**src/rtl/seg_scan_decoder.sv**
```systemverilog
// Receive side of a 4-digit multiplexed 7-segment scanner: recovers the displayed
// digit codes from the select/seg pins and publishes one 16-bit score word per frame.
module seg_scan_decoder #(
   parameter int SETTLE  = 4,
   parameter int TIMEOUT = 4096
) (
   input  logic        clk,
   input  logic        rst,
   input  logic [3:0]  select_in,
   input  logic [6:0]  seg_in,
   input  logic        err_clr,
   output logic [15:0] digits,
   output logic        frame_done,
   output logic [3:0]  digit_valid,
   output logic        code_err,
   output logic        sel_err,
   output logic        stale
);

   localparam int CW = $clog2(SETTLE + 1);
   localparam int TW = $clog2(TIMEOUT + 1);

   // bit 4 flags a pattern outside the legal table
   function automatic logic [4:0] decode_seg(input logic [6:0] s);
      case (s)
         7'h3F:   return 5'h00;
         7'h06:   return 5'h01;
         7'h5B:   return 5'h02;
         7'h4F:   return 5'h03;
         7'h66:   return 5'h04;
         7'h6D:   return 5'h05;
         7'h7D:   return 5'h06;
         7'h07:   return 5'h07;
         7'h7F:   return 5'h08;
         7'h6F:   return 5'h09;
         7'h40:   return 5'h0A;
         7'h00:   return 5'h0B;
         default: return 5'h1F;
      endcase
   endfunction

   // {valid, index}; valid only for a one-hot-low select
   function automatic logic [2:0] sel_index(input logic [3:0] s);
      case (s)
         4'b0111: return 3'b100;
         4'b1011: return 3'b101;
         4'b1101: return 3'b110;
         4'b1110: return 3'b111;
         default: return 3'b000;
      endcase
   endfunction

   logic [3:0]      sel_p0, sel_p1, sel_p2;
   logic [6:0]      seg_p0, seg_p1, seg_p2;
   logic [1:0]      primed;
   logic [CW-1:0]   cnt;
   logic [CW-1:0]   cnt_nxt;
   logic [TW-1:0]   stale_cnt;
   logic [3:0][3:0] shadow;
   logic            changed;
   logic            strobe;
   logic            accept;
   logic            sel_bad;
   logic [4:0]      dec;
   logic [2:0]      sidx;
   logic [3:0]      bitmask;

   always_comb begin
      changed = ({sel_p1, seg_p1} != {sel_p2, seg_p2});
      cnt_nxt = cnt;
      if (changed)
         cnt_nxt = '0;
      else if (cnt != CW'(SETTLE))
         cnt_nxt = cnt + 1'b1;
      // primed masks the synchronizer's reset value from being taken as a real strobe
      strobe  = primed[1] && (cnt_nxt == CW'(SETTLE - 1));
      dec     = decode_seg(seg_p1);
      sidx    = sel_index(sel_p1);
      accept  = strobe && sidx[2];
      sel_bad = strobe && !sidx[2] && (sel_p1 != 4'b1111);
      bitmask = 4'b0001 << sidx[1:0];
   end

   assign stale = (stale_cnt == TW'(TIMEOUT));

   always_ff @(posedge clk or negedge rst) begin
      if (!rst) begin
         sel_p0      <= '0;
         sel_p1      <= '0;
         sel_p2      <= '0;
         seg_p0      <= '0;
         seg_p1      <= '0;
         seg_p2      <= '0;
         primed      <= '0;
         cnt         <= '0;
         stale_cnt   <= '0;
         shadow      <= '0;
         digits      <= '0;
         frame_done  <= 1'b0;
         digit_valid <= '0;
         code_err    <= 1'b0;
         sel_err     <= 1'b0;
      end else begin
         // p0/p1: synchronizer, p2: previous synced value for change detection
         sel_p0 <= select_in;
         sel_p1 <= sel_p0;
         sel_p2 <= sel_p1;
         seg_p0 <= seg_in;
         seg_p1 <= seg_p0;
         seg_p2 <= seg_p1;
         primed <= {primed[0], 1'b1};
         cnt    <= cnt_nxt;

         frame_done <= (digit_valid == 4'hF);
         if (digit_valid == 4'hF) begin
            digits      <= shadow;
            digit_valid <= accept ? bitmask : 4'h0;
         end else if (accept) begin
            digit_valid <= digit_valid | bitmask;
         end

         if (accept)
            shadow[sidx[1:0]] <= dec[3:0];

         if (accept && dec[4])
            code_err <= 1'b1;
         else if (err_clr)
            code_err <= 1'b0;

         if (sel_bad)
            sel_err <= 1'b1;
         else if (err_clr)
            sel_err <= 1'b0;

         if (accept)
            stale_cnt <= '0;
         else if (stale_cnt != TW'(TIMEOUT))
            stale_cnt <= stale_cnt + 1'b1;
      end
   end

endmodule

```
**config.mk**
```make
export PLATFORM = sky130hd
export DESIGN_NAME = seg_scan_decoder
export DESIGN_NICKNAME = d
export VERILOG_FILES = /design/src/rtl/seg_scan_decoder.sv
export SDC_FILE = /design/constraint.sdc
export NUM_CORES = 1
export LEC_CHECK = 0
export CAP_MARGIN = 20
export CORE_ASPECT_RATIO = 0.7
export CORE_MARGIN = 1
export CORE_UTILIZATION = 56
export CTS_CLUSTER_SIZE = 40
export DETAILED_ROUTE_END_ITERATION = 12
export PLACE_DENSITY = 0.79
export SLEW_MARGIN = 20
export SYNTH_ARGS = -nofsm -noshare
export SYNTH_HDL_FRONTEND = slang
export SYNTH_SLANG_ARGS = --single-unit
```
**constraint.sdc**
```tcl
create_clock -name clk -period 2.8 [get_ports clk]
set_input_delay 0.42 -clock clk [delete_from_list [all_inputs] [get_ports clk]]
set_output_delay 0.42 -clock clk [all_outputs]
set_load 0.01 [all_outputs]
```
==> impl_metrics.json <==
{
  "dpl.hpwl_um": 4268,
  "start_util_pct": 58.81,
  "wl_per_cell_um": 13.86,
  "area_growth_syn_to_layout_pct": 17.17,
  "routed_wl_um": 6155,
  "clockPowerShare_pct": 40.7,
  "final_area_um2": 4345,
  "cts-root-buf": "clkbuf_8",
  "utilization_pct": 68.91,
  "p_comb_share_pct": 3.7,
  "setup_slack_ns": 0.2124,
  "irDropWorstVdd_uv": 473.1,
  "grt_remaining_overflow": 0,
  "rows": 24,
  "worst_pin_slew_ns": 0.5975,
  "place_ws_ns": 0.4708,
  "first_iter_violations": 124,
  "vias": 2388,
  "p_leak_nw": 2.000,
  "die_w_um": 99.27,
  "syn_area_um2": 3709,
  "use_met3_pct": 5.405,
  "busiest_layer": "met2",
  "placed_cells": 428,
  "pwr-share-seq_pct": 55.6,
  "slew-limit-headroom_pct": 59.87,
  "ys.flop_type": "dfrtp_1",
  "status": "finished clean",
  "maxCapViolCount": 0,
  "first_global_vias": 2322,
  "clkTransAtPathRegs_ns": 0.09,
  "period_minus_slack_ns": 2.588,
  "met1_usage_pct": 26.95,
  "grt_setup_unrepaired": "no",
  "fin_setup_tns_ns": 0,
  "syn_nets": 343,
  "r2r_cells": 7,
  "viasPerCell": 5.378,
  "antenna_found_initial": 0,
  "cts_sinks": 90,
  "gp_congestion": 0.8597,
  "setup_viol": 0,
  "cts-hold-fix-buffers": 0,
  "io_buffers": 37,
  "htreeDepth": 3,
  "nets": 379,
  "clock_latency_ns": 0.35,
  "dr.pass1.iters": 4,
  "postSynthCellCount": 325,
  "drcViolationCount": 0,
  "final_common_cell": "dfrtp_1",
  "slew_viol_final": 0,
  "hp-class": "input port to asynchronous set/reset pin",
  "synth_edf_count": 0,
  "endpoint_kind": "output pin",
  "io_pins": 38,
  "postSynthAreaPerCell_um2": 11.41,
  "clk_path_buf_depth": 2,
  "ant_nets": 0,
  "crit_type": "flip-flop to output pin",
  "fin_cells": 444,
  "skew_ns": 0.005823,
  "fillers": 459,
  "final.period_utilization_pct": 92.42,
  "synthArstFlopShare_pct": 100.0,
  "critical_path_required_ns": 2.38,
  "fmax_ghz": 0.3865,
  "fp.dieH_um": 70.09,
  "drive_gt1_share_pct": 11.20,
  "crit_fanout": 5,
  "powerDensity_nw_per_um2": 560.0,
  "post_cts_buffers": 0,
  "insertedDiodeCount": 0,
  "grt_usage_pct": 19.99,
  "cp.arrival_ns": 2.17,
  "post_cts_resized": 0,
  "grt_use_met2_pct": 31.17,
  "switchingPower_w": 0.0005291,
  "grt_pass1_wl_um": 10620,
  "yosysUniqueCellTypes": 52,
  "core_um2": 6306,
  "dpl_cell_area_um2": 4113,
  "cts_tree": "done",
  "grt_max_degree": 91,
  "dieArea_um2": 6957,
  "p_int_w": 0.001904,
  "cp-start-kind": "flip-flop",
  "ys_seq_area_share_pct": 60.73,
  "switching_share_pct": 21.74,
  "ys_ff_latch": 90,
  "yosysWarnings": 0,
  "hold_violations": 0,
  "layout.cells.most_common_list": "90 x dfrtp_1, 67 x nand2_1, 36 x clkdlybuf4s50_1",
  "cts_buffers": 9
}
## metal layers
layer,wire (um),vias to the layer above
met5,0,-
met4,77,0
met3,283,7
met2,2849,66
met1,2945,1154
li1,-,1161
## cell type report
cell class                      instances  area (um2)  area share, %
Clock buffer                           10       137.6          3.167
Clock inverter                          6       95.09          2.188
Inverter                               11       41.29         0.9502
Multi-Input combinational cell        208        1311          30.18
Sequential cell                        90        2252          51.83
Tap cell                               78       97.59          2.246
Timing Repair Buffer                   41       410.4          9.444
## registers in the layout, indices dropped and copies added (netlist names)
name	cells
digits	16
shadow	16
stale_cnt	13
seg_p0	7
seg_p1	7
seg_p2	7
digit_valid	4
sel_p0	4
sel_p1	4
sel_p2	4
cnt	3
primed	2
code_err	1
frame_done	1
sel_err	1
## final timing paths
path                               from          to  slack (ns)
setup reg to reg                 cnt[0]  shadow[10]        0.40
max in group asynchronous           rst   seg_p2[6]        2.36
hold / removal                      rst   digits[2]        0.08
min in group clk              seg_p0[2]   seg_p1[2]        0.35
hold reg to reg               seg_p0[2]   seg_p1[2]        0.35
setup / recovery           stale_cnt[0]       stale        0.21
## power groups by stage
stage / clock network, W / registers (W) / logic [W]
6_report: 0.000989 / 0.00135 / 0.0000904
5_1_grt: 0.00106 / 0.00136 / 0.000102
4_1_cts: 0.00102 / 0.00135 / 0.0000935
3_5_place_dp: 0 / 0.00138 / 0.0000931
3_3_place_gp: 0 / 0.00138 / 0.0000920
2_1_floorplan: 0 / 0.00136 / 0.0000624
## critical path: stages, from the launching register on
cell and delay, ns:
dfrtp_1 0.44, inv_1 0.10, ha_1 0.16, nor4b_1 0.25, nand3_1 0.23, inv_1 0.10
clkdlybuf4s50_1 0.53
## stage by stage
step,power (W),hold slack (ns)
CTS,0.002462,0.1068
floorplan,0.001421,0.1244
global placement,0.001469,0.3329
global route,0.002525,0.1277
finish,0.002434,0.07766
detailed placement,0.001472,0.3347
## kinds of logic (layout without fill, tap and decap cells)
| family | Yosys count | count (layout) | synth area share, % |
|---|---|---|---|
| AO/OA/AOI/OAI | 24 | 24 | 4.892 |
| XOR/XNOR | 25 | 25 | 5.904 |
| adder cells (fa/ha/maj) | 4 | 4 | 1.350 |
| buffers and inverters | 27 | 68 | 3.913 |
| flip-flops | 90 | 90 | 60.73 |
| multiplexers | 13 | 13 | 4.015 |
| other | 1 | 1 | 0.1011 |
| AND/OR/NAND/NOR | 141 | 141 | 19.10 |
## cells in the mapped netlist (6+ instances only)
cell type / count / area [um2]
nand2_1: 67 / 251.5
nor2_1: 20 / 75.07
inv_1: 10 / 37.54
xor2_1: 8 / 70.07
nand3_1: 15 / 75.07
mux2_2: 7 / 78.83
xnor2_1: 17 / 148.9
a21oi_1: 8 / 40.04
nor4_1: 6 / 37.54
dfrtp_1: 90 / 2252
No activity file was read; power rests on OpenSTA's default activity.
